## src/rtl/univ_shift_reg_if.sv

```systemverilog
// univ_shift_reg_if
//   Groups the mode, serial and parallel data, automatic-shift control and
//   status signals of univ_shift_reg. The clock and reset stay plain ports.
//
//   S      mode: 00 hold, 01 shift right, 10 shift left, 11 parallel load
//   FILL   vacated bit: 00 serial in, 01 rotate, 10 replicate, 11 zero
//   DSR    serial input for right shifts
//   DSL    serial input for left shifts
//   D      parallel load data
//   START  request an automatic shift of CNT positions
//   CNT    shift count, sampled with START
//   Q      register contents
//   SOR    right-shift serial out (Q[WIDTH-1])
//   SOL    left-shift serial out (Q[0])
//   BUSY   automatic shift in progress
//   DONE   one-cycle completion pulse
interface univ_shift_reg_if #(
    parameter int WIDTH = 8,
    parameter int CNT_W = 4
);
    logic [1:0]       S;
    logic [1:0]       FILL;
    logic             DSR;
    logic             DSL;
    logic [WIDTH-1:0] D;
    logic             START;
    logic [CNT_W-1:0] CNT;
    logic [WIDTH-1:0] Q;
    logic             SOR;
    logic             SOL;
    logic             BUSY;
    logic             DONE;

    modport master (
        output S, FILL, DSR, DSL, D, START, CNT,
        input  Q, SOR, SOL, BUSY, DONE
    );

    modport slave (
        input  S, FILL, DSR, DSL, D, START, CNT,
        output Q, SOR, SOL, BUSY, DONE
    );
endinterface

```

## src/rtl/univ_shift_reg.sv

```systemverilog
// univ_shift_reg
//   Universal shift register with selectable fill source and an automatic
//   multi-bit shift engine. "Right" moves bits toward the MSB (Q[i] <= Q[i-1]),
//   "left" moves bits toward the LSB.
//
//   CP   clock, rising edge
//   CR   asynchronous active-high reset
//   bus  univ_shift_reg_if.slave: S, FILL, DSR, DSL, D, START, CNT in;
//        Q, SOR, SOL, BUSY, DONE out
module univ_shift_reg #(
    parameter int WIDTH = 8,
    parameter int CNT_W = 4
) (
    input  logic             CP,
    input  logic             CR,
    univ_shift_reg_if.slave  bus
);

    typedef enum logic {IDLE, RUN} state_t;

    state_t           state, state_n;
    logic [WIDTH-1:0] q, q_n;
    logic [CNT_W-1:0] rem, rem_n;
    logic             dir_left, dir_left_n;
    logic [1:0]       fill_r, fill_n;
    logic             done, done_n;

    function automatic logic [WIDTH-1:0] shift_once(
        input logic [WIDTH-1:0] v,
        input logic             left,
        input logic [1:0]       fill,
        input logic             dsr,
        input logic             dsl
    );
        logic f;
        if (left) begin
            case (fill)
                2'b00:   f = dsl;
                2'b01:   f = v[0];
                2'b10:   f = v[WIDTH-1];
                default: f = 1'b0;
            endcase
            return {f, v[WIDTH-1:1]};
        end else begin
            case (fill)
                2'b00:   f = dsr;
                2'b01:   f = v[WIDTH-1];
                2'b10:   f = v[0];
                default: f = 1'b0;
            endcase
            return {v[WIDTH-2:0], f};
        end
    endfunction

    always_ff @(posedge CP or posedge CR) begin
        if (CR) begin
            state    <= IDLE;
            q        <= '0;
            rem      <= '0;
            dir_left <= 1'b0;
            fill_r   <= '0;
            done     <= 1'b0;
        end else begin
            state    <= state_n;
            q        <= q_n;
            rem      <= rem_n;
            dir_left <= dir_left_n;
            fill_r   <= fill_n;
            done     <= done_n;
        end
    end

    always_comb begin
        state_n    = state;
        q_n        = q;
        rem_n      = rem;
        dir_left_n = dir_left;
        fill_n     = fill_r;
        done_n     = 1'b0;

        case (state)
            IDLE: begin
                if (bus.START && (bus.S == 2'b01 || bus.S == 2'b10) && bus.CNT != '0) begin
                    // The accepting edge already performs the first shift,
                    // so a count of one completes without entering RUN.
                    q_n        = shift_once(q, bus.S == 2'b10, bus.FILL, bus.DSR, bus.DSL);
                    dir_left_n = (bus.S == 2'b10);
                    fill_n     = bus.FILL;
                    rem_n      = bus.CNT - 1'b1;
                    if (bus.CNT == CNT_W'(1))
                        done_n = 1'b1;
                    else
                        state_n = RUN;
                end else begin
                    case (bus.S)
                        2'b01:   q_n = shift_once(q, 1'b0, bus.FILL, bus.DSR, bus.DSL);
                        2'b10:   q_n = shift_once(q, 1'b1, bus.FILL, bus.DSR, bus.DSL);
                        2'b11:   q_n = bus.D;
                        default: q_n = q;
                    endcase
                end
            end
            RUN: begin
                q_n   = shift_once(q, dir_left, fill_r, bus.DSR, bus.DSL);
                rem_n = rem - 1'b1;
                if (rem == CNT_W'(1)) begin
                    state_n = IDLE;
                    done_n  = 1'b1;
                end
            end
            default: state_n = IDLE;
        endcase
    end

    assign bus.Q    = q;
    assign bus.SOR  = q[WIDTH-1];
    assign bus.SOL  = q[0];
    assign bus.BUSY = (state == RUN);
    assign bus.DONE = done;

endmodule

```

## src/flat_wrapper.sv

```systemverilog
// flat-port wrapper written by rule: the top's interface ports become plain ports
module univ_shift_reg_flat 
#(
    parameter int WIDTH = 8,
    parameter int CNT_W = 4
)
  (CP, CR, bus_S, bus_FILL, bus_DSR, bus_DSL, bus_D, bus_START, bus_CNT, bus_Q, bus_SOR, bus_SOL, bus_BUSY, bus_DONE);
  univ_shift_reg_if #(.WIDTH(WIDTH), .CNT_W(CNT_W)) bus_i ();
  input  logic CP;
  input  logic CR;
  input wire logic [$bits(bus_i.S)-1:0] bus_S;
  input wire logic [$bits(bus_i.FILL)-1:0] bus_FILL;
  input wire logic [$bits(bus_i.DSR)-1:0] bus_DSR;
  input wire logic [$bits(bus_i.DSL)-1:0] bus_DSL;
  input wire logic [$bits(bus_i.D)-1:0] bus_D;
  input wire logic [$bits(bus_i.START)-1:0] bus_START;
  input wire logic [$bits(bus_i.CNT)-1:0] bus_CNT;
  output wire logic [$bits(bus_i.Q)-1:0] bus_Q;
  output wire logic [$bits(bus_i.SOR)-1:0] bus_SOR;
  output wire logic [$bits(bus_i.SOL)-1:0] bus_SOL;
  output wire logic [$bits(bus_i.BUSY)-1:0] bus_BUSY;
  output wire logic [$bits(bus_i.DONE)-1:0] bus_DONE;
  assign bus_i.S = bus_S;
  assign bus_i.FILL = bus_FILL;
  assign bus_i.DSR = bus_DSR;
  assign bus_i.DSL = bus_DSL;
  assign bus_i.D = bus_D;
  assign bus_i.START = bus_START;
  assign bus_i.CNT = bus_CNT;
  assign bus_Q = bus_i.Q;
  assign bus_SOR = bus_i.SOR;
  assign bus_SOL = bus_i.SOL;
  assign bus_BUSY = bus_i.BUSY;
  assign bus_DONE = bus_i.DONE;
  univ_shift_reg #(.WIDTH(WIDTH), .CNT_W(CNT_W)) u_core (.CP(CP), .CR(CR), .bus(bus_i));
endmodule
```

## config.mk

```make
export PLATFORM = sky130hd
export DESIGN_NAME = univ_shift_reg_flat
export DESIGN_NICKNAME = d
export VERILOG_FILES = /design/src/rtl/univ_shift_reg_if.sv /design/src/rtl/univ_shift_reg.sv /design/src/flat_wrapper.sv
export SDC_FILE = /design/constraint.sdc
export NUM_CORES = 1
export LEC_CHECK = 0
export BUFFER_PORTS_ARGS = -buffer_cell sky130_fd_sc_hd__buf_2
export CAP_MARGIN = 20
export CORE_ASPECT_RATIO = 1.1
export CORE_MARGIN = 1
export CORE_UTILIZATION = 48
export CTS_CLUSTER_SIZE = 25
export DETAILED_ROUTE_END_ITERATION = 16
export PLACE_DENSITY = 0.76
export SLEW_MARGIN = 20
export SYNTH_ARGS = -nofsm -noshare
export SYNTH_HDL_FRONTEND = slang
export SYNTH_SLANG_ARGS = --single-unit
```

## constraint.sdc

```tcl
create_clock -name CP -period 1.4 [get_ports CP]
set_clock_uncertainty 0.1 [all_clocks]
set_input_delay 0 -clock CP [delete_from_list [all_inputs] [get_ports CP]]
set_output_delay 0 -clock CP [all_outputs]
set_load 0.02 [all_outputs]
```

==> impl_metrics.toml <==
[placed_design]
gp_congestion = 0.8351
dp_hpwl_mm = 2.813
portBuffers = 32
placed_cell_area_mm2 = 0.001747
pre_cts_slack_ns = -0.2641

[synth]
synthArstFlopShare_pct = 100.0
yosysSeqAreaShare_pct = 31.16
syn_area_mm2 = 0.001365
netlist_instances = 143
yosysUniqueCellTypes = 47
postSynthAreaPerCell_um2 = 9.546
synth_nets = 171
yosysWarnings = 0
synth_seq_cells = 17
synth_ff_type = "dfrtp_1"
synth-edff-count = 0

[pwr]
vdd_drop_max_mv = 1.492
pwr_density_cell_mw_per_mm2 = 1859
leakagePower_uw = 0.0009353

[detailed_routing]
drc = 0
drt_first_pass_iters = 4
wire_per_inst_um = 15.64
antenna_left = 0
drtIter0Drc = 72
vias = 1408
wl_mm = 3.707
viasPerCell = 5.941

[worst_setup_path]
ff2ff_setup_slack_ns = 0.04
cp_num_buf_inv = 2
r2r_start = "u_core.bus.BUSY$_DFF_PP0_"
end_kind = "flop"
worst_path_largest_cell_delay_ns = 0.41
startpoint_type = "flop"
crit_chain = "inv_1 > buf_4 > o21ai_1 > a21oi_1 > a311oi_1"
cp.arrival_ns = 1.46
crit_family = "compound AO/OA/AOI/OAI gates"
r2r-end = "u_core.rem[2]$_DFFE_PP0P_"
critPathKind = "reg -> reg"
r2r_cells = 5
path_max_fanout = 3
cp.required_ns = 1.50
cp_slowest_cell = "dfrtp_2"

[timing]
tns_ns = 0
maxSlewHeadroom_pct = 75.53
fmax_mhz = 733.4
finalMaxSlewViolations = 0
final-setup-viol-count = 0
hold_viol = 0
rsz0062_at_grt = "yes"
fin_crit_ns = 1.364
worstMarginPinSlew_ns = 0.3667
setup_ws_ns = 0.03642
finalCritPeriodShare_pct = 97.40

[cells_and_area]
fin_util_pct = 71.85
synthToLayoutAreaGrowth_pct = 36.39
final_nets = 235
nFillCells = 212
insertedDiodeCount = 0
mostFrequentLayoutCell = "buf_2"
final_cell_mix = "buf_2 (32), buf_4 (28), dfrtp_1 (14)"
stdcell_area_mm2 = 0.001862
drive_gt1_share_pct = 39.81

[job]
cap_violations = 0

[global_route]
use_met1_pct = 36.00
grt_pass1_vias = 1367
grt_use_total_pct = 26.91
grt_use_met2_pct = 46.11
antenna_found_initial = 0
busiest_layer = "met2"
grt_overflow = 0
grt_pass1_wl_mm = 6.175
grt_max_degree = 13
use_met3_pct = 2.362

[clock_network]
cts_root_buffer = "clkbuf_4"
clk_pin_slew_ns = 0.11
cts_inserted_buffers = 3
insertion_delay_ns = 0.29
cts.sinks = 17
htreeDepth = 1
cts_tree = "yes"
post_cts_buffers = 0
clock_path_buffers = 2

[die]
die_area_mm2 = 0.003061
die-width_um = 52.85
core_area_mm2 = 0.002591
num_io_pins = 33
start_util_pct = 52.68
die_h_um = 57.93
rows = 19

[worst_hold_path]
worst_hold_path_type = "in -> reg"
min_to = "u_core.bus.Q[0]$_DFFE_PP0P_"
hold_start = "bus_D[0]"
min_path_cells = 4

[status]
outcome = "finished clean"
-- timing repair --
action | in CTS | in global routing
hold buffers | 6 | 0
hold endpoints to repair | 21 | 0
resized for setup | 2 | 10
pin swaps | 0 | 1
endpoints found under the setup margin | 2 | 11
-- routing by layer --
layer / vias up / part of all wire [%] / wire length [um]
met1: 674 / 43 / 1593
met4: 0 / 0.73 / 27
met3: 2 / 5.8 / 215
met5: - / 0 / 0
met2: 59 / 50 / 1870
li1: 673 / - / -
-- cell type report --
class | instances | area [um^2] | area share [%]
Clock inverter | 1 | 5.005 | 0.2688
Multi-Input combinational cell | 105 | 852.1 | 45.77
Clock buffer | 3 | 22.52 | 1.210
Tap cell | 31 | 38.79 | 2.083
Sequential cell | 17 | 429.2 | 23.05
Timing Repair Buffer | 69 | 473.0 | 25.40
Inverter | 11 | 41.29 | 2.218
-- state kept, by name (all words and copies together) (netlist names) --
register	count
u_core.bus.BUSY	1
u_core.bus.DONE	1
u_core.bus.Q	8
u_core.dir_left	1
u_core.rem	4
u_core.fill_r	2
-- worst max path at each step --
stage | start | end | slack, ns | depth (start not counted)
floorplan | bus_S[0] | u_core.bus.Q[0]$_DFFE_PP0P_ | -0.0003 | 7
global placement | bus_S[0] | u_core.fill_r[0]$_DFFE_PP0P_ | -0.21 | 7
detailed placement | bus_S[0] | u_core.fill_r[1]$_DFFE_PP0P_ | -0.26 | 7
CTS | u_core.bus.BUSY$_DFF_PP0_ | u_core.bus.Q[1]$_DFFE_PP0P_ | 0.01 | 5
global route | u_core.fill_r[0]$_DFFE_PP0P_ | u_core.bus.Q[0]$_DFFE_PP0P_ | -0.02 | 4
finish | u_core.bus.BUSY$_DFF_PP0_ | u_core.rem[2]$_DFFE_PP0P_ | 0.04 | 5
-- where the power goes --
part	internal, uW	total [uW]	switching (uW)	leakage (uW)
logic	1040	2140	1100	0.000721
clock network	106	275	168	0.0000177
registers	749	1050	299	0.000196
total	1900	3460	1560	0.000935
-- per-stage QoR --
stage / power, uW / hold WS [ns] / cells
floorplan: 2331 / -0.1740 / 143
global route: 3686 / 0.02008 / 237
CTS: 3378 / 0.007467 / 237
finish: 3460 / 0.009572 / 237
global placement: 3002 / -0.1164 / 227
detailed placement: 3080 / -0.1139 / 227
-- logic make-up after synthesis --
family,Yosys count,synth area share [%]
AO/OA/AOI/OAI,48,26.31
AND/OR/NAND/NOR,35,16.68
buffers and inverters,21,7.882
flip-flops,17,31.16
multiplexers,13,10.27
adder cells (fa/ha/maj),7,6.416
XOR/XNOR,2,1.283
-- synthesized netlist by cell type (2+ instances only) --
cell type	n	area [um^2]
o31ai_1	2	15.01
nand3_1	4	20.02
a221oi_1	4	35.03
nor3_1	4	20.02
and2_1	4	25.02
o21ai_0	2	10.01
a22o_1	4	35.03
nand2_1	7	26.28
o22ai_1	4	25.02
buf_2	3	15.01
nor2_1	2	7.510
ha_1	7	87.58
clkbuf_1	3	11.26
o2bb2ai_1	2	17.52
mux2_4	2	30.03
dfrtp_1	17	425.4
o311ai_0	4	35.03
inv_1	11	41.29
a22oi_1	5	37.54
o22a_1	2	17.52
buf_4	2	15.01
a21oi_1	8	40.04
mux2i_1	11	110.1
nand2b_1	3	18.77
a211oi_1	4	30.03
-- worst min-delay path, cell delays in order --
cell and delay [ns]:
buf_2 0.08, o211a_1 0.13, a211oi_1 0.05, o2bb2ai_1 0.11
Note: power is estimated with default switching activity, not from simulation.
